<file path="src/rtl/free_slot_allocator_pkg.sv">
// ============================================================================
// Module  : free_slot_allocator_pkg
// Brief   : Shared constants and the clog2 helper for the slot allocator.
// Rev     : 1.0  initial release
// ============================================================================
`default_nettype none

package free_slot_allocator_pkg;

  localparam int DEFAULT_WORD_WIDTH = 8;

  // Ceiling log2; returns 0 for values <= 1.
  function automatic int clog2(input int value);
    int result;
    result = 0;
    while ((1 << result) < value) begin
      result = result + 1;
    end
    return result;
  endfunction

endpackage

`default_nettype wire

</file>
<file path="src/rtl/free_slot_allocator_if.sv">
// ============================================================================
// Module  : free_slot_allocator_if
// Brief   : Allocate/release handshake and status bundle for the allocator.
//           release_error exists only when RELEASE_CHECK_EN is defined.
// Rev     : 1.0  initial release
// ============================================================================
`default_nettype none

interface free_slot_allocator_if
  import free_slot_allocator_pkg::*;
#(
  parameter int WORD_WIDTH = DEFAULT_WORD_WIDTH
) ();

  localparam int INDEX_WIDTH = clog2(WORD_WIDTH);

  logic                   alloc_valid;
  logic                   alloc_ready;
  logic [WORD_WIDTH-1:0]  alloc_onehot;
  logic [INDEX_WIDTH-1:0] alloc_index;
  logic                   release_valid;
  logic [WORD_WIDTH-1:0]  release_onehot;
  logic [WORD_WIDTH-1:0]  busy_bitmap;
  logic                   full;
  logic                   empty;
`ifdef RELEASE_CHECK_EN
  logic                   release_error;
`endif

  modport master (
    output alloc_valid, release_valid, release_onehot,
    input  alloc_ready, alloc_onehot, alloc_index, busy_bitmap, full, empty
`ifdef RELEASE_CHECK_EN
    , input release_error
`endif
  );

  modport slave (
    input  alloc_valid, release_valid, release_onehot,
    output alloc_ready, alloc_onehot, alloc_index, busy_bitmap, full, empty
`ifdef RELEASE_CHECK_EN
    , output release_error
`endif
  );

endinterface

`default_nettype wire

</file>
<file path="src/rtl/free_slot_allocator_bitmask.sv">
// ============================================================================
// Module  : Bitmask_1_Bit_at_Rightmost_0_Bit
// Brief   : One-hot mask of the lowest clear bit of word_in; 0 when all set.
// Rev     : 1.0  initial release
// ============================================================================
`default_nettype none

module Bitmask_1_Bit_at_Rightmost_0_Bit #(
  parameter int WORD_WIDTH = 8
) (
  input  logic [WORD_WIDTH-1:0] word_in,
  output logic [WORD_WIDTH-1:0] word_out
);

  localparam logic [WORD_WIDTH-1:0] ONE_LSB = WORD_WIDTH'(1);

  // The +1 carry stops at the lowest 0 bit, which is then the only bit set in
  // both (word_in + 1) and ~word_in. All-ones wraps to 0, giving no candidate.
  assign word_out = ~word_in & (word_in + ONE_LSB);

endmodule

`default_nettype wire

</file>
<file path="src/rtl/free_slot_allocator.sv">
// ============================================================================
// Module  : free_slot_allocator
// Brief   : Busy-bitmap slot pool granting the rightmost free slot; optional
//           release checking under the RELEASE_CHECK_EN macro.
// Rev     : 1.0  initial release
// ============================================================================
`default_nettype none

module free_slot_allocator
  import free_slot_allocator_pkg::*;
#(
  parameter int WORD_WIDTH = DEFAULT_WORD_WIDTH
) (
  input  logic                 clock,
  input  logic                 clear,
  free_slot_allocator_if.slave bus
);

  localparam int INDEX_WIDTH = clog2(WORD_WIDTH);
  localparam logic [WORD_WIDTH-1:0] ONE_LSB = WORD_WIDTH'(1);

  logic [WORD_WIDTH-1:0]  busy;
  logic [WORD_WIDTH-1:0]  candidate;
  logic [WORD_WIDTH-1:0]  rel;
  logic [INDEX_WIDTH-1:0] index;
  logic                   fire;

  Bitmask_1_Bit_at_Rightmost_0_Bit #(
    .WORD_WIDTH (WORD_WIDTH)
  ) u_bitmask (
    .word_in  (busy),
    .word_out (candidate)
  );

  // candidate is one-hot or zero, so OR-ing the set positions is an encoder.
  always_comb begin
    index = '0;
    for (int i = 0; i < WORD_WIDTH; i++) begin
      if (candidate[i]) begin
        index = index | INDEX_WIDTH'(i);
      end
    end
  end

  assign fire = bus.alloc_valid & bus.alloc_ready;

`ifdef RELEASE_CHECK_EN
  logic release_onehot_ok;
  logic release_bad;
  logic release_error_q;

  always_comb begin
    release_onehot_ok = (bus.release_onehot != '0) &&
                        ((bus.release_onehot & (bus.release_onehot - ONE_LSB)) == '0);
    release_bad       = bus.release_valid &&
                        (!release_onehot_ok || ((bus.release_onehot & busy) == '0));
  end

  assign rel = (bus.release_valid && !release_bad) ? bus.release_onehot : '0;

  always_ff @(posedge clock) begin
    if (clear) begin
      release_error_q <= 1'b0;
    end else begin
      release_error_q <= release_bad;
    end
  end

  assign bus.release_error = release_error_q;
`else
  // Unchecked: any addressed bit is freed, multi-hot included.
  assign rel = bus.release_valid ? bus.release_onehot : '0;
`endif

  always_ff @(posedge clock) begin
    if (clear) begin
      busy <= '0;
    end else begin
      busy <= (busy & ~rel) | (fire ? candidate : '0);
    end
  end

  assign bus.alloc_ready  = |candidate;
  assign bus.alloc_onehot = candidate;
  assign bus.alloc_index  = index;
  assign bus.busy_bitmap  = busy;
  assign bus.full         = &busy;
  assign bus.empty        = ~|busy;

endmodule

`default_nettype wire
</file>
<file path="src/flat_wrapper.sv">
// flat-port wrapper written by rule: the top's interface ports become plain ports
module free_slot_allocator_flat import free_slot_allocator_pkg::*;
#(
  parameter int WORD_WIDTH = DEFAULT_WORD_WIDTH
)
  (clock, clear, bus_alloc_valid, bus_release_valid, bus_release_onehot, bus_alloc_ready, bus_alloc_onehot, bus_alloc_index, bus_busy_bitmap, bus_full, bus_empty);
  free_slot_allocator_if #(.WORD_WIDTH(WORD_WIDTH)) bus_i ();
  input  logic clock;
  input  logic clear;
  input wire logic [$bits(bus_i.alloc_valid)-1:0] bus_alloc_valid;
  input wire logic [$bits(bus_i.release_valid)-1:0] bus_release_valid;
  input wire logic [$bits(bus_i.release_onehot)-1:0] bus_release_onehot;
  output wire logic [$bits(bus_i.alloc_ready)-1:0] bus_alloc_ready;
  output wire logic [$bits(bus_i.alloc_onehot)-1:0] bus_alloc_onehot;
  output wire logic [$bits(bus_i.alloc_index)-1:0] bus_alloc_index;
  output wire logic [$bits(bus_i.busy_bitmap)-1:0] bus_busy_bitmap;
  output wire logic [$bits(bus_i.full)-1:0] bus_full;
  output wire logic [$bits(bus_i.empty)-1:0] bus_empty;
  assign bus_i.alloc_valid = bus_alloc_valid;
  assign bus_i.release_valid = bus_release_valid;
  assign bus_i.release_onehot = bus_release_onehot;
  assign bus_alloc_ready = bus_i.alloc_ready;
  assign bus_alloc_onehot = bus_i.alloc_onehot;
  assign bus_alloc_index = bus_i.alloc_index;
  assign bus_busy_bitmap = bus_i.busy_bitmap;
  assign bus_full = bus_i.full;
  assign bus_empty = bus_i.empty;
  free_slot_allocator #(.WORD_WIDTH(WORD_WIDTH)) u_core (.clock(clock), .clear(clear), .bus(bus_i));
endmodule
</file>
<file path="config.mk">
export PLATFORM = sky130hd
export DESIGN_NAME = free_slot_allocator_flat
export DESIGN_NICKNAME = d
export VERILOG_FILES = /design/src/rtl/free_slot_allocator_pkg.sv /design/src/rtl/free_slot_allocator_if.sv /design/src/rtl/free_slot_allocator_bitmask.sv /design/src/rtl/free_slot_allocator.sv /design/src/flat_wrapper.sv
export SDC_FILE = /design/constraint.sdc
export NUM_CORES = 1
export LEC_CHECK = 0
export ABC_CLOCK_PERIOD_IN_PS = 1600
export BUFFER_PORTS_ARGS = -buffer_cell sky130_fd_sc_hd__buf_2
export CAP_MARGIN = 20
export CORE_MARGIN = 4
export CORE_UTILIZATION = 30
export CTS_BUF_LIST = sky130_fd_sc_hd__clkbuf_16
export DETAILED_ROUTE_END_ITERATION = 8
export SLEW_MARGIN = 20
export SYNTH_ARGS = -nofsm -noshare
export SYNTH_HDL_FRONTEND = slang
export SYNTH_HIERARCHICAL = 1
export SYNTH_SLANG_ARGS = --single-unit
</file>
<file path="constraint.sdc">
create_clock -name clock -period 1.6 [get_ports clock]
set_input_delay 0.16 -clock clock [delete_from_list [all_inputs] [get_ports clock]]
set_output_delay 0.16 -clock clock [all_outputs]
set_load 0.02 [all_outputs]
</file>
# Yosys cells after proc, flatten, opt, wreduce, memory -nomap -nowiden
# Cells that the tools add are included.
[classes]
add_sub_neg = 1
mux = 9
bitwise = 6
n_reduce_logical = 4
[op_table]
columns = ["op", "count"]
rows = [
  ["8-bit AND", 2],
  ["8-bit 2-to-1 mux", 2],
  ["8-bit inverter", 2],
  ["8-bit OR reduction", 2],
  ["3-bit 2-to-1 mux", 4],
  ["8-bit by 1-bit adder with 8-bit output, second input constant", 1],
  ["8-bit bitwise OR", 1],
  ["8-bit AND reduction", 1],
  ["2-bit 2-to-1 mux", 2],
  ["1-bit AND", 1],
  ["1-bit zero test", 1],
  ["1-bit 2-to-1 mux", 1],
]
[totals]
reg_bits = 8
output_inout_bits = 22

# Logic depth before layout (Yosys ltp)
# Gate-level depths: netlist of the first run.
[depth]
ltp_word = 9
mapped_depth = 4
depth_no_buf = 4

# Modules after synthesis
# Netlist of the first run, hierarchy kept.
[by_module_without_submodules]
columns = ["mod", "n_inst", "cells_each", "area_per_inst_um2"]
rows = [
  ["free_slot_allocator", 1, 46, 405.4],
  ["Bitmask_1_Bit_at_Rightmost_0_Bit", 1, 11, 70.1],
]

# Worst setup path after synthesis of the first run
# No wires, ideal clock.
[synth_timing]
path_kind = "register to output"
from = "register u_core.busy[1], in the netlist u_core/bus.busy_bitmap[1]"
to = "output bus_alloc_ready"
arrival_ps = 1814
path_slack_ps = -374
stages_incl_launch_ff = 5
path_buffers = 0
path_cell_list = "dfxtp_1 > nand4_2 > nor3_1 > or4_4 > nand2b_4"
[synth_between]
elab_chain_cells = 3
elab_cells_between_ends = 4
cone_classes = "1 x add/sub; 2 x bitwise; 1 x reduce/logical"
[synth_lines]
columns = ["item", "line_no", "text"]
rows = [
  ["from (decl)", "free_slot_allocator.sv:22", "logic [WORD_WIDTH-1:0] busy;"],
  ["from (signal assigned)", "free_slot_allocator.sv:79", "busy <= (busy & ~rel) | (fire ? candidate : '0);"],
  ["8-bit by 1-bit adder with 8-bit output", "free_slot_allocator_bitmask.sv:19", "assign word_out = ~word_in & (word_in + ONE_LSB);"],
  ["8-bit AND", "free_slot_allocator_bitmask.sv:19", ""],
  ["named net bus_alloc_onehot[6]", "flat_wrapper.sv:14", "output wire logic [$bits(bus_i.alloc_onehot)-1:0] bus_alloc_onehot;"],
  ["8-bit OR reduction", "free_slot_allocator.sv:83", "assign bus.alloc_ready = |candidate;"],
  ["to (decl)", "flat_wrapper.sv:13", "output wire logic [$bits(bus_i.alloc_ready)-1:0] bus_alloc_ready;"],
]
# The timed path passes the listed nets, and every way through them passes these cells.

# Worst setup path after layout of the first run
[layout_timing]
from = "register u_core.busy[0], in the netlist u_core/bus.busy_bitmap[0]"
to = "output bus_alloc_ready"
[layout_between]
elab_chain_cells = 3
elab_cells_between_ends = 4
cone_classes = "1 x add/sub; 2 x bitwise; 1 x reduce/logical"
[layout_lines]
columns = ["item", "line_no"]
rows = [
  ["8-bit by 1-bit adder with 8-bit output or 8-bit inverter (tied branches)", "free_slot_allocator_bitmask.sv:19"],
  ["8-bit AND *", "free_slot_allocator_bitmask.sv:19"],
  ["8-bit OR reduction *", "free_slot_allocator.sv:83"],
]
# Mark *: on every way between the ends. The rest lies on a longest branch, timed or not.

==> results.md, run 1 <==
- Clock Tree Buf Depth: 2
- DRT Pass-1 Iters: 4
- Row cnt: 14
- Die area: 0.002286 sq mm
- Relative slew slack: 0.7659
- Antenna cells: 0
- Clk sinks: 8
- Sw Share: 0.2215
- Num CTS Buffers: 3
- Post-Place Setup Slack: 23.20 ps
- R2R depth: 6
- DP Wirelength: 1.234 mm
- Min Clock Period, post-route: 1768 ps
- Worst Setup SP: u_core/bus.busy_bitmap[0]
- Combinational Power Share: 0.143
- Crit Path Class: reg2out
- Adder-cell share of the synthesized area: 0
- Cell Int Power: 572.9 uW
- Max Clock Skew: 1.697 ps
- Die Y: 47.81 microns
- DRT Wirelength: 1.864 mm
- Largest net degree at the start of global routing: 9
- Mean Syn Cell Area: 8.341 sq um
- IO buf count: 33
- Crit path max fanout: 5
- Dpl cells: 108
- Clock Pin Slew Worst Setup and Hold Paths: 40 ps
- R2R setup slack: 150 ps
- Final Hold Vio Count: 0
- Mux cell area share after synthesis: 0
- Cell variety after synth: 18
- Total grt overflow: 0
- Ports: 34
- Actual slew at the worst max-slew pin: 348.3 ps
- Compound-Gate Fraction of Synth Area: 0.2526
- Clk root buf: clkbuf_16
- DR WL/cell: 16.07 microns
- CP Capture Type: output pin
- Switch Pwr: 163.0 uW
- Peak supply drop: 0.0005141 V
- Starting density of the core: 0.3156
- # nets final: 114
- Via count: 603
- Die W: 47.81 microns
- Tightest Hold Check Type: in2reg
- WP data arrival: 1610 ps
- Most common cell after layout, fill and taps aside: buf_2
- Initial DRC count: 22
- FF+latch count, synth: 8
- Clock power frac: 0.572
- Synthesized area: 475.5 sq um
- DRC Markers: 0
- Synth top area cells: dfxtp_1, a21bo_2, a21oi_1
- Power Density: 804.6 mW/mm^2
- Clock latency on the worst-skew pair: 230 ps
- Fraction of layout cells with a size suffix above 1: 0.7300
- Max-slew violations: 0
- Syn. warnings: 6
- Drt via density: 5.198
- Max reg flops: 8
- Gate count of the mapped netlist: 57
- Post-Synth XOR/XNOR Area: 0
- Synth Area in Simple Gates: 0.3789
- Failing checks: negative setup slack
- Worst r2r dst: u_core/bus.busy_bitmap[5]
- Register area share after synthesis: 0.3368
- Fmax: 565.5 MHz
- Global-route wire length before repair: 2.691 mm
- Critical path required time: 1440 ps
- Seq pwr share: 0.285
- Final WS setup: -168.4 ps
- Most frequent cells in the layout: buf_2, buf_4, nand2_1, a21bo_2, a21oi_1
- Share of the synthesized area in the top cell type: 0.3368
- Lkg Pwr: 0.4519 nW
- Unrepaired setup endpoints after global routing: true
- ANT nets after route: 0
- Period utilization: 1.105
- H-Tree Depth: 1
- Setup crit start kind: flop
- Area grow syn2layout: 92.37%
- Overall routing resource usage: 0.1721
- Initial antenna violation count: 0
- Layout Cells excl Fill: 116
- MaxCap Viol Count: 0
- Hold Buf Count CTS: 0
- Reg-to-reg startpoint: u_core/bus.busy_bitmap[0]
- Setup violation total in the final timing report: 5
- Largest family of logic cells by synthesized area: simple AND/OR/NAND/NOR gates
- Core area: 0.001506 sq mm
- CTS tree: done
- Fillers: 133
- Cell taking the most area after synthesis: dfxtp_1
- Worst setup path endpoint: bus_alloc_ready
- Vias in the first global route: 511
- Mapped Nets: 69
- Status: finished with violations
- RePlAce Congestion: 0.8788
[power groups by stage]
stage	Clock, mW	Combinational (mW)	Sequential (mW)
floorplan	0	0.0480	0.218
global placement	0	0.0926	0.214
CTS	0.426	0.106	0.211
detailed placement	0	0.0921	0.215
global route	0.440	0.113	0.211
finish	0.421	0.105	0.210
[area by class of cell]
type	instances	area (sq um)	share of cell area
repair buffers	43	274.0	0.2996
well taps	16	20.02	0.02189
inverters	1	3.754	0.004104
multi-input cells	45	366.6	0.4008
flip-flops and latches	8	175.2	0.1915
clock buffers	3	75.07	0.08208
[cells in the mapped netlist, drive strengths merged]
library cell,number
a21bo,8
a21oi,8
buf,2
clkbuf,1
dfxtp,8
inv,1
nand2,10
nand2b,1
nand4,3
nor2,5
nor3,1
nor3b,2
nor4,1
nor4b,1
or4,5
[kinds of logic after synthesis]
group,count (synthesis)
AND/OR/NAND/NOR,29
flip-flops,8
buffers and inverters,4
AO/OA/AOI/OAI,16
[through the flow]
stage | hold WS [ps] | setup TNS (ps) | area [sq um] | power (mW) | utilization
after floorplan | 352.4 | -44.64 | 506.7 | 0.2663 | -
after global routing | 215.2 | -823.6 | 914.6 | 0.7639 | 0.6071
after CTS | 199.1 | -510.2 | 902.1 | 0.7426 | 0.5988
final | 199.2 | -602.1 | 914.6 | 0.7359 | 0.6071
after global placement | 437.6 | 0 | 718.2 | 0.3065 | 0.4767
after detailed placement | 442.5 | 0 | 718.2 | 0.3070 | 0.4767
[what timing repair did]
action                                  4_1_cts  5_1_grt
pin swaps                                     6        4
resized for setup                            18        5
buffers inserted                              6        0
endpoints found under the setup margin        5        7
[how the worst min path moves through the flow]
stage | startpoint | cells past startpoint | endpoint | slack (ps)
4_1_cts | clear | 2 | u_core/bus.busy_bitmap[1] | 200
3_5_place_dp | clear | 2 | u_core/bus.busy_bitmap[4] | 440
6_report | clear | 2 | u_core/bus.busy_bitmap[1] | 200
3_3_place_gp | clear | 2 | u_core/bus.busy_bitmap[0] | 440
2_1_floorplan | bus_release_onehot[5] | 2 | u_core/bus.busy_bitmap[5] | 350
5_1_grt | clear | 2 | u_core/bus.busy_bitmap[4] | 220
[critical path, stage by stage (launching register included)]
cell	delay, ps
dfxtp_4	360
nand4_4	150
nor3_4	60
or4_4	520
nand2b_4	150
buf_6	130
[routing by layer]
| layer | part of all wire | global-route usage | vias to the layer above |
|---|---|---|---|
| met5 | 0 | 0 | - |
| met4 | 0 | 0.08065 | 0 |
| met3 | 0.080 | 0.02256 | 0 |
| met2 | 0.49 | 0.2586 | 29 |
| met1 | 0.43 | 0.2411 | 279 |
| li1 | - | - | 295 |
Note: power is estimated with default switching activity, not from simulation.
==> run 2, diff against run 1 <==
ABC_CLOCK_PERIOD_IN_PS = 2200   (was 1600)
CTS_BUF_LIST = unset   (was sky130_fd_sc_hd__clkbuf_16)
SYNTH_HIERARCHICAL = unset   (was 1)
clock period = 2.2 ns   (was 1.6 ns; I/O delays follow)
==> results.md, run 2 <==
- Hold Buf Count CTS: 0
- DRT Wirelength: 1.359 mm
- Actual slew at the worst max-slew pin: 368.8 ps
- ANT nets after route: 0
- Switch Pwr: 93.27 uW
- Die W: 48.13 microns
- Tightest Hold Check Type: in2reg
- Synth top area cells: dfxtp_1, a311oi_1, nor2_1
- Global-route wire length before repair: 2.083 mm
- Unrepaired setup endpoints after global routing: false
- Max Clock Skew: 0.3765 ps
- R2R setup slack: 850 ps
- Mean Syn Cell Area: 7.917 sq um
- Min Clock Period, post-route: 1866 ps
- Clock latency on the worst-skew pair: 250 ps
- Dominant cell by count in the synthesized netlist: nor2_1
- Post-synth EDFFs: 0
- Synthesized area: 483.0 sq um
- Die Y: 48.13 microns
- Commonest cells in the netlist: nor2_1, dfxtp_1, a311oi_1
- Reg area: 160.2 sq um
- Setup tns final: 0 ps
- Lkg Pwr: 0.3121 nW
- Clk root buf: clkbuf_4
- Fmax: 536.0 MHz
- Core area: 0.001506 sq mm
- Area occupied by multi-input gates: 277.8 sq um
- Critical path required time: 1980 ps
- Area grow syn2layout: 35.23%
- Crit path max fanout: 12
- Most frequent cells in the layout: buf_2, nor2_1, dfxtp_1, a311oi_1, nand2_1
- Fillers: 153
- Mapped Nets: 73
- Setup violation total in the final timing report: 0
- Clock Tree Buf Depth: 2
- RePlAce Congestion: 0.7273
- Vias in the first global route: 455
- Register area share after synthesis: 0.3316
- Cell Int Power: 232.0 uW
- WHS Endpoint: u_core.bus.busy_bitmap[2]
- Max-slew violations: 0
- # nets final: 104
- Fraction of layout cells with a size suffix above 1: 0.4333
- Total grt overflow: 0
- Post-CTS Setup Inserts: 0
- Initial DRC count: 14
- Initial antenna violation count: 0
- CTS tree: done
- Reg-to-reg startpoint: u_core.bus.busy_bitmap[0]
- CP Capture Type: output pin
- Gate count of the mapped netlist: 61
- DRT Pass-1 Iters: 4
- Peak supply drop: 0.0002492 V
- Final Hold Vio Count: 0
- Via count: 568
- Largest net degree at the start of global routing: 13
- Clk sinks: 8
- Cell taking the most area after synthesis: dfxtp_1
- Crit Path Class: reg2out
- DP Wirelength: 1.055 mm
- Most common flop cell mapped by yosys: dfxtp_1
- DRC Markers: 0
- Cell variety after synth: 23
- IO buf count: 33
- Period utilization: 0.8480
- DR WL/cell: 12.82 microns
- Share of the synthesized area in the top cell type: 0.3316
- Combinational Power Share: 0.163
- Resized Gates After CTS: 0
- Most common cell after layout, fill and taps aside: buf_2
- Setup crit start kind: flop
- Relative slew slack: 0.7538
- Hold-critical path depth: 2
- WP data arrival: 1650 ps
- Starting density of the core: 0.3206
- Worst r2r dst: u_core.bus.busy_bitmap[7]
- Status: completed
- Syn. warnings: 0
- Sw Share: 0.2867
- FFs w/ async S/R, synth: 0
- FF+latch count, synth: 8
- Clock Pin Slew Worst Setup and Hold Paths: 60 ps
- R2R depth: 3
- Dpl cell area: 630.6 sq um
- Drt via density: 5.358
- Clock power frac: 0.356
- Min-Delay Startpoint: bus_release_onehot[2]
- Num CTS Buffers: 3
- Power Density: 498.1 mW/mm^2
- Post-route cell area: 653.1 sq um
- Ports: 34
- H-Tree Depth: 1
- Die area: 0.002316 sq mm
- Row cnt: 14
- Overall routing resource usage: 0.1288
- MaxCap Viol Count: 0
- Max reg flops: 8
- Antenna cells: 0
- Seq pwr share: 0.482
run 2: layer usage:
layer	wire length (microns)	vias to the layer above	GRT usage
met1	627	254	0.1792
met4	24	0	0.09677
met2	560	21	0.1715
met3	146	2	0.02583
li1	-	291	-
met5	0	-	0
run 2: logic make-up after synthesis:
| family | synth area share |
|---|---|
| AND/OR/NAND/NOR | 0.2850 |
| buffers and inverters | 0.09326 |
| flip-flops | 0.3316 |
| AO/OA/AOI/OAI | 0.2902 |
run 2: through the flow:
step | total power [mW] | worst slack (ps) | std cells | util | hold WS (ps)
2_1_floorplan | 0.1924 | 620.4 | 61 | - | 337.7
3_3_place_gp | 0.2123 | 666.3 | 103 | 0.4186 | 426.5
6_report | 0.3253 | 334.4 | 106 | 0.4336 | 161.8
4_1_cts | 0.3290 | 319.0 | 106 | 0.4336 | 154.9
3_5_place_dp | 0.2134 | 608.3 | 103 | 0.4186 | 426.4
5_1_grt | 0.3434 | 164.8 | 106 | 0.4336 | 157.9
run 2: critical path, cell delays in order, from the launching register on:
cell	delay, ps
dfxtp_1	530
and4_1	300
nand3_1	140
or2_1	260
buf_2	160
run 2: layout make-up:
class	count	area share
tap	16	0.03065
multi-input combinational	44	0.4253
inverter	2	0.01149
clock buffer	3	0.03448
sequential	8	0.2452
timing repair buffer	33	0.2529
run 2: power by group through the flow:
stage / Sequential [mW] / Combinational (mW) / Clock, mW
floorplan: 0.157 / 0.0354 / 0
global placement: 0.159 / 0.0533 / 0
detailed placement: 0.160 / 0.0534 / 0
CTS: 0.157 / 0.0535 / 0.119
global route: 0.159 / 0.0577 / 0.127
finish: 0.157 / 0.0529 / 0.116
run 2: how the worst max path moves through the flow:
stage | startpoint | to | slack (ps) | cells past startpoint
after CTS | u_core.bus.busy_bitmap[0] | bus_alloc_ready | 320 | 4
after global routing | u_core.bus.busy_bitmap[0] | bus_alloc_ready | 160 | 4
after floorplan | u_core.bus.busy_bitmap[2] | bus_empty | 620 | 3
after detailed placement | u_core.bus.busy_bitmap[1] | bus_alloc_ready | 610 | 4
after global placement | u_core.bus.busy_bitmap[0] | bus_alloc_ready | 670 | 4
final | u_core.bus.busy_bitmap[0] | bus_alloc_ready | 330 | 4
